**src/rtl/mips_pkg.sv**
```systemverilog
`default_nettype none
// ============================================================================
//  Module   : mips_pkg
//  Purpose  : Shared constants for the multi-cycle MIPS control path.
//             It holds the opcodes, the ALUOp codes, the mux select codes,
//             the FSM state encoding and the decoded control-word layout.
//  Revision : 1.0  initial release
// ============================================================================
package mips_pkg;

   // IR[31:26] opcodes understood by the main control
   localparam logic [5:0] OP_RTYPE = 6'b000000;
   localparam logic [5:0] OP_LW    = 6'b100011;
   localparam logic [5:0] OP_SW    = 6'b101011;
   localparam logic [5:0] OP_BEQ   = 6'b000100;
   localparam logic [5:0] OP_J     = 6'b000010;
   localparam logic [5:0] OP_ADDI  = 6'b001000;

   // ALUOp codes consumed by the ALU control decoder
   localparam logic [1:0] ALUOP_ADD   = 2'b00;
   localparam logic [1:0] ALUOP_SUB   = 2'b01;
   localparam logic [1:0] ALUOP_FUNCT = 2'b10;

   // ALU operand-B select
   localparam logic [1:0] SRCB_REGB    = 2'b00;
   localparam logic [1:0] SRCB_FOUR    = 2'b01;
   localparam logic [1:0] SRCB_IMM     = 2'b10;
   localparam logic [1:0] SRCB_IMM_SH2 = 2'b11;

   // PC source select
   localparam logic [1:0] PCSRC_ALU    = 2'b00;
   localparam logic [1:0] PCSRC_ALUOUT = 2'b01;
   localparam logic [1:0] PCSRC_JUMP   = 2'b10;

   // FSM state encoding (13..15 are unused)
   typedef enum logic [3:0] {
      S_FETCH    = 4'd0,
      S_DECODE   = 4'd1,
      S_MEM_ADDR = 4'd2,
      S_MEM_RD   = 4'd3,
      S_WB_MEM   = 4'd4,
      S_MEM_WR   = 4'd5,
      S_EXEC     = 4'd6,
      S_WB_ALU   = 4'd7,
      S_BRANCH   = 4'd8,
      S_JUMP     = 4'd9,
      S_ADDI_EX  = 4'd10,
      S_ADDI_WB  = 4'd11,
      S_TRAP     = 4'd12
   } state_t;

   // Decoded control word
   typedef struct packed {
      logic       pc_write;
      logic       pc_write_cond;
      logic       i_or_d;
      logic       mem_read;
      logic       mem_write;
      logic       ir_write;
      logic       mem_to_reg;
      logic       reg_dst;
      logic       reg_write;
      logic       alu_src_a;
      logic [1:0] alu_src_b;
      logic [1:0] pc_source;
      logic [1:0] alu_op;
      logic       instr_done;
      logic       illegal;
   } ctrl_t;

endpackage
`default_nettype wire

```
**src/rtl/mc_control_decode.sv**
```systemverilog
`default_nettype none
// ============================================================================
//  Module   : mc_control_decode
//  Purpose  : Purely combinational decode of FSM state (and mem_ready where
//             a state waits on memory) into the datapath control word.
//  Ports    : i_state     in  4   current FSM state
//             i_mem_ready in  1   memory handshake
//             o_ctrl      out     decoded control word (ctrl_t)
//  Config   : MC_CONTROL_ADDI_EN enables decode of the ADDI_EX/ADDI_WB states;
//             without it those encodings decode to all zeros.
//  Revision : 1.0  initial release
// ============================================================================
module mc_control_decode
   import mips_pkg::*;
(
   input  state_t i_state,
   input  logic   i_mem_ready,
   output ctrl_t  o_ctrl
);

   always_comb begin
      o_ctrl = '0;
      case (i_state)
         S_FETCH: begin
            o_ctrl.mem_read  = 1'b1;
            o_ctrl.alu_src_b = SRCB_FOUR;
            o_ctrl.alu_op    = ALUOP_ADD;
            o_ctrl.pc_source = PCSRC_ALU;
            // IR load and PC+4 commit only when the fetch read completes
            o_ctrl.ir_write  = i_mem_ready;
            o_ctrl.pc_write  = i_mem_ready;
         end
         S_DECODE: begin
            // Precompute the branch target while the opcode is decoded
            o_ctrl.alu_src_b = SRCB_IMM_SH2;
            o_ctrl.alu_op    = ALUOP_ADD;
         end
         S_MEM_ADDR: begin
            o_ctrl.alu_src_a = 1'b1;
            o_ctrl.alu_src_b = SRCB_IMM;
            o_ctrl.alu_op    = ALUOP_ADD;
         end
         S_MEM_RD: begin
            o_ctrl.mem_read = 1'b1;
            o_ctrl.i_or_d   = 1'b1;
         end
         S_WB_MEM: begin
            o_ctrl.reg_write  = 1'b1;
            o_ctrl.mem_to_reg = 1'b1;
            o_ctrl.instr_done = 1'b1;
         end
         S_MEM_WR: begin
            o_ctrl.mem_write  = 1'b1;
            o_ctrl.i_or_d     = 1'b1;
            o_ctrl.instr_done = i_mem_ready;
         end
         S_EXEC: begin
            o_ctrl.alu_src_a = 1'b1;
            o_ctrl.alu_src_b = SRCB_REGB;
            o_ctrl.alu_op    = ALUOP_FUNCT;
         end
         S_WB_ALU: begin
            o_ctrl.reg_write  = 1'b1;
            o_ctrl.reg_dst    = 1'b1;
            o_ctrl.instr_done = 1'b1;
         end
         S_BRANCH: begin
            o_ctrl.alu_src_a     = 1'b1;
            o_ctrl.alu_src_b     = SRCB_REGB;
            o_ctrl.alu_op        = ALUOP_SUB;
            o_ctrl.pc_write_cond = 1'b1;
            o_ctrl.pc_source     = PCSRC_ALUOUT;
            o_ctrl.instr_done    = 1'b1;
         end
         S_JUMP: begin
            o_ctrl.pc_write   = 1'b1;
            o_ctrl.pc_source  = PCSRC_JUMP;
            o_ctrl.instr_done = 1'b1;
         end
`ifdef MC_CONTROL_ADDI_EN
         S_ADDI_EX: begin
            o_ctrl.alu_src_a = 1'b1;
            o_ctrl.alu_src_b = SRCB_IMM;
            o_ctrl.alu_op    = ALUOP_ADD;
         end
         S_ADDI_WB: begin
            o_ctrl.reg_write  = 1'b1;
            o_ctrl.instr_done = 1'b1;
         end
`endif
         S_TRAP: begin
            o_ctrl.illegal    = 1'b1;
            o_ctrl.instr_done = 1'b1;
         end
         default: o_ctrl = '0;
      endcase
   end

endmodule
`default_nettype wire

```
**src/rtl/mc_control.sv**
```systemverilog
`default_nettype none
// ============================================================================
//  Module   : mc_control
//  Purpose  : Multi-cycle main control FSM of the MIPS core. Sequences fetch,
//             decode, execute, memory and write-back over a shared datapath,
//             stalling on the memory-ready handshake.
//  Ports    : clk, reset (async, active-high), opcode[5:0], mem_ready
//             datapath enables/selects: pc_write, pc_write_cond, i_or_d,
//             mem_read, mem_write, ir_write, mem_to_reg, reg_dst, reg_write,
//             alu_src_a, alu_src_b[1:0], pc_source[1:0], alu_op[1:0]
//             status: instr_done, illegal, state[3:0]
//  Config   : MC_CONTROL_ADDI_EN adds the addi path (ADDI_EX -> ADDI_WB);
//             otherwise opcode 001000 traps like any unknown opcode.
//  Revision : 1.0  initial release
// ============================================================================
module mc_control
   import mips_pkg::*;
(
   input  logic       clk,
   input  logic       reset,
   input  logic [5:0] opcode,
   input  logic       mem_ready,
   output logic       pc_write,
   output logic       pc_write_cond,
   output logic       i_or_d,
   output logic       mem_read,
   output logic       mem_write,
   output logic       ir_write,
   output logic       mem_to_reg,
   output logic       reg_dst,
   output logic       reg_write,
   output logic       alu_src_a,
   output logic [1:0] alu_src_b,
   output logic [1:0] pc_source,
   output logic [1:0] alu_op,
   output logic       instr_done,
   output logic       illegal,
   output logic [3:0] state
);

   state_t r_state;
   state_t w_next;
   ctrl_t  w_ctrl;

   always_ff @(posedge clk or posedge reset) begin
      if (reset) r_state <= S_FETCH;
      else       r_state <= w_next;
   end

   always_comb begin
      w_next = S_FETCH;
      case (r_state)
         S_FETCH:    w_next = mem_ready ? S_DECODE : S_FETCH;
         S_DECODE: begin
            case (opcode)
               OP_LW, OP_SW: w_next = S_MEM_ADDR;
               OP_RTYPE:     w_next = S_EXEC;
               OP_BEQ:       w_next = S_BRANCH;
               OP_J:         w_next = S_JUMP;
`ifdef MC_CONTROL_ADDI_EN
               OP_ADDI:      w_next = S_ADDI_EX;
`endif
               default:      w_next = S_TRAP;
            endcase
         end
         // Only lw/sw reach this state, so anything not sw is a load
         S_MEM_ADDR: w_next = (opcode == OP_SW) ? S_MEM_WR : S_MEM_RD;
         S_MEM_RD:   w_next = mem_ready ? S_WB_MEM : S_MEM_RD;
         S_MEM_WR:   w_next = mem_ready ? S_FETCH : S_MEM_WR;
         S_EXEC:     w_next = S_WB_ALU;
`ifdef MC_CONTROL_ADDI_EN
         S_ADDI_EX:  w_next = S_ADDI_WB;
`endif
         // Final states and unused encodings all return to fetch
         default:    w_next = S_FETCH;
      endcase
   end

   mc_control_decode u_decode (
      .i_state     (r_state),
      .i_mem_ready (mem_ready),
      .o_ctrl      (w_ctrl)
   );

   assign pc_write      = w_ctrl.pc_write;
   assign pc_write_cond = w_ctrl.pc_write_cond;
   assign i_or_d        = w_ctrl.i_or_d;
   assign mem_read      = w_ctrl.mem_read;
   assign mem_write     = w_ctrl.mem_write;
   assign ir_write      = w_ctrl.ir_write;
   assign mem_to_reg    = w_ctrl.mem_to_reg;
   assign reg_dst       = w_ctrl.reg_dst;
   assign reg_write     = w_ctrl.reg_write;
   assign alu_src_a     = w_ctrl.alu_src_a;
   assign alu_src_b     = w_ctrl.alu_src_b;
   assign pc_source     = w_ctrl.pc_source;
   assign alu_op        = w_ctrl.alu_op;
   assign instr_done    = w_ctrl.instr_done;
   assign illegal       = w_ctrl.illegal;
   assign state         = r_state;

endmodule
`default_nettype wire

```
**config.mk**
```make
export PLATFORM = sky130hd
export DESIGN_NAME = mc_control
export DESIGN_NICKNAME = d
export VERILOG_FILES = /design/src/rtl/mips_pkg.sv /design/src/rtl/mc_control_decode.sv /design/src/rtl/mc_control.sv
export SDC_FILE = /design/constraint.sdc
export NUM_CORES = 1
export LEC_CHECK = 0
export ABC_CLOCK_PERIOD_IN_PS = 2900
export CORE_MARGIN = 8
export CORE_UTILIZATION = 39
export CTS_BUF_LIST = sky130_fd_sc_hd__clkbuf_16
export DETAILED_ROUTE_END_ITERATION = 10
export PLACE_DENSITY = 0.92
export SKIP_LAST_GASP = 1
export SLEW_MARGIN = 30
export SYNTH_ARGS = -nofsm -noshare
export SYNTH_HDL_FRONTEND = slang
export SYNTH_HIERARCHICAL = 1
export SYNTH_SLANG_ARGS = --single-unit
```
**constraint.sdc**
```tcl
create_clock -name clk -period 2.9 [get_ports clk]
set_input_delay 0.58 -clock clk [delete_from_list [all_inputs] [get_ports clk]]
set_output_delay 0.58 -clock clk [all_outputs]
set_load 0.05 [all_outputs]
```
==> key figures <==
CTS
  – Worst-Skew Late Latency: 0.23 ns
  – Htree depth: 1
  – Root Driver: clkbuf_16
  – Clk sinks: 4
  – Hold_buf cts: 0
  – CTS max path bufs: 2
  – TritonCTS Buffers: 3
  – CTS tree: yes
  – Reg clk slew, reported paths: 0.03 ns
  – Post-CTS resize count: 0
  – Post-CTS setup repair buffer count: 0

Place
  – IO Port Bufs: 30
  – DP HPWL: 1220 um
  – Gpl congestion: 0.772

Detailed routing
  – Highest routed layer: met4
  – Drt first-iter violations: 15
  – Met3 wire len: 224 um
  – Vias per cell: 5.52
  – DRC: 0
  – Met2 Wirelength: 634 um
  – Met1 wire length: ~620 um
  – 1st-pass router iterations: 4
  – Drt wl/cell: about 13 um
  – DR vias: 640
  – Final WL: 1550 um
  – Routed Antenna Nets: 0

GRT
  – First-pass GRT wire length: 2330 um
  – Vias in the first global route: 578
  – Initial antenna violation count: 0
  – Gr ovfl total: 0
  – Global Route Usage Sum: between 10% and 20%
  – Largest net degree at the start of global routing: 22

Yosys
  – Mapped Cells: 72
  – Post-synthesis sequential area ratio: about a fifth
  – Mapped Area: 524 um2
  – Largest area contributor in the netlist: dfrtp_1
  – Synth area leaders: dfrtp_1, nor3_1, nand3_1, nor2_1, nand2b_1
  – Synth Net Count: 81
  – Mean Syn Cell Area: 7.28 um2
  – Netlist cell types: 33
  – Yosys reg bits: 4
  – Synth warn: 6
  – Post-synth top area share: between 10% and 20%

Status
  – Status: finished, final reports clean

Setup path
  – CP delay by family, top: buffers and inverters
  – Startpoint Class: flip-flop
  – CP Data Arrival Time: ~2.2 ns
  – Worst path bufs/invs: 1
  – Crit path largest cell delay: 0.80 ns
  – Crit-path cells: xor2_1, and2_1, clkdlybuf4s50_1
  – Max FO, Critical Path: 21
  – Crit Path Category: reg2out
  – CP max-delay cell: clkdlybuf4s50_1
  – Crit path capture type: output pin
  – CP Data Required Time: 2.32 ns

Layout
  – Area of the multi-input gates: 378 um2
  – Fill cell count: 105
  – Max FFs per register: 4
  – Layout cells sized above 1: 15.8%
  – N_diodes: 0
  – Area delta synth->final: 70.4%
  – Reg area: 100 um2
  – Final net count: 112

Timing
  – Fin. Hold Viols: 0
  – Slew HR: 61.3%
  – Hold slack: 0.536 ns
  – Final Cycle Share: between 90 and 100%
  – Unrepaired setup endpoints after global routing: no
  – Setup Viol. Count Final: 0
  – Least-Margin Pin Slew: 0.580 ns
  – Skew final: around 0.0044 ns
  – Min cycle time layout: 2.73 ns
  – Slew Viols, Final: 0
  – Fmax: about 0.37 GHz
  – Fin Setup TNS: 0 ns

Die
  – Initial Util: 40.8%
  – Total core area: 0.00128 mm2
  – Top-level port count: 31
  – Cell row count: 13
  – Die width: 52.7 um
  – Die Height: 52.7 um
  – Die footprint: 0.00277 mm2

Run
  – Max Cap Viol: 0

Worst hold path
  – HP Class: in2async
-- final timing paths --
path                                     from                  to  slack, ns  depth (start not counted)
max in group asynchronous               reset  state[0]$_DFF_PP0_       2.22                          2
max                        state[1]$_DFF_PP0_        alu_src_b[1]       0.17                          3
min                                     reset  state[3]$_DFF_PP0_       0.54                          2
min in group clk           state[3]$_DFF_PP0_  state[0]$_DFF_PP0_       0.74                          1
max reg2reg                state[0]$_DFF_PP0_  state[2]$_DFF_PP0_       1.26                          4
min reg2reg                state[3]$_DFF_PP0_  state[0]$_DFF_PP0_       0.74                          1
-- layout make-up --
class                   instances  area share (%)
clock buffers                   3            8.40
inverters                       3            1.26
multi-input cells              60            42.3
flip-flops and latches          4            11.2
well taps                      15            2.10
repair buffers                 31            34.7
-- cells in the mapped netlist --
master	instances
clkbuf_2	1
o311ai_0	1
buf_6	2
nand2_1	5
and4_1	1
o221ai_1	1
or2b_2	1
xor2_1	2
nor2_1	7
nor3b_1	3
nor4_2	1
nand2b_2	1
a21oi_1	4
a21oi_2	1
or3_1	1
o2111ai_1	2
inv_1	3
or2_4	1
o21ai_0	2
nand3_1	6
nand2b_1	4
and3_1	2
and3_2	1
buf_4	1
dfrtp_1	4
nand3b_1	1
and2b_1	1
buf_2	1
o311ai_1	1
and2_1	1
xnor2_1	1
nor3_1	7
or3_4	1
-- cells in the final DEF (no fill, tap or decap) --
master,synthesis,final
nor2_1,7,7
inv_1,3,3
o21ai_0,2,2
o2111ai_1,2,2
and3_1,2,2
or3_1,1,1
or2b_2,1,1
nand2b_2,1,1
nand2_1,5,5
nand3_1,6,6
a21oi_2,1,1
clkdlybuf4s50_1,0,26
nand3b_1,1,1
buf_4,1,4
and2_1,1,1
dfrtp_1,4,4
o221ai_1,1,1
clkbuf_16,0,3
nor3_2,0,1
and3_2,1,1
a21oi_1,4,4
and2b_1,1,1
nor4_2,1,1
buf_12,0,1
and4_1,1,1
nor3b_1,3,3
or2_4,1,1
xor2_1,2,2
xnor2_1,1,1
nor3_1,7,6
o311ai_1,1,1
nand2b_1,4,4
o311ai_0,1,1
or3_4,1,1
-- stage by stage --
stage	cells	utilization (%)	instance area, um2	setup slack [ns]
final	116	69.5	893	0.169
after global routing	116	69.5	893	0.0380
after CTS	116	69.5	893	0.153
after detailed placement	113	63.7	818	0.388
after global placement	113	63.7	818	0.416
after floorplan	72	-	529	0.127
-- per-layer routing --
| layer | global-route usage [%] | vias up |
|---|---|---|
| met5 | 0 | - |
| met4 | 10.3 | 0 |
| met3 | 5.40 | 9 |
| met2 | 15.8 | 44 |
| met1 | 11.9 | 271 |
| li1 | - | 316 |
-- logic make-up (layout without fill, tap and decap cells) --
| kind of cell | after synthesis | count (layout) | synth area share, % |
|---|---|---|---|
| AO/OA/AOI/OAI | 12 | 12 | 15.8 |
| XOR/XNOR | 3 | 3 | 5.01 |
| buffers and inverters | 8 | 37 | 9.78 |
| flip-flops | 4 | 4 | 19.1 |
| AND/OR/NAND/NOR | 45 | 45 | 50.4 |
Power is not shown: default switching activity piles up to over one toggle a cycle in this logic, so the estimate is an artifact.
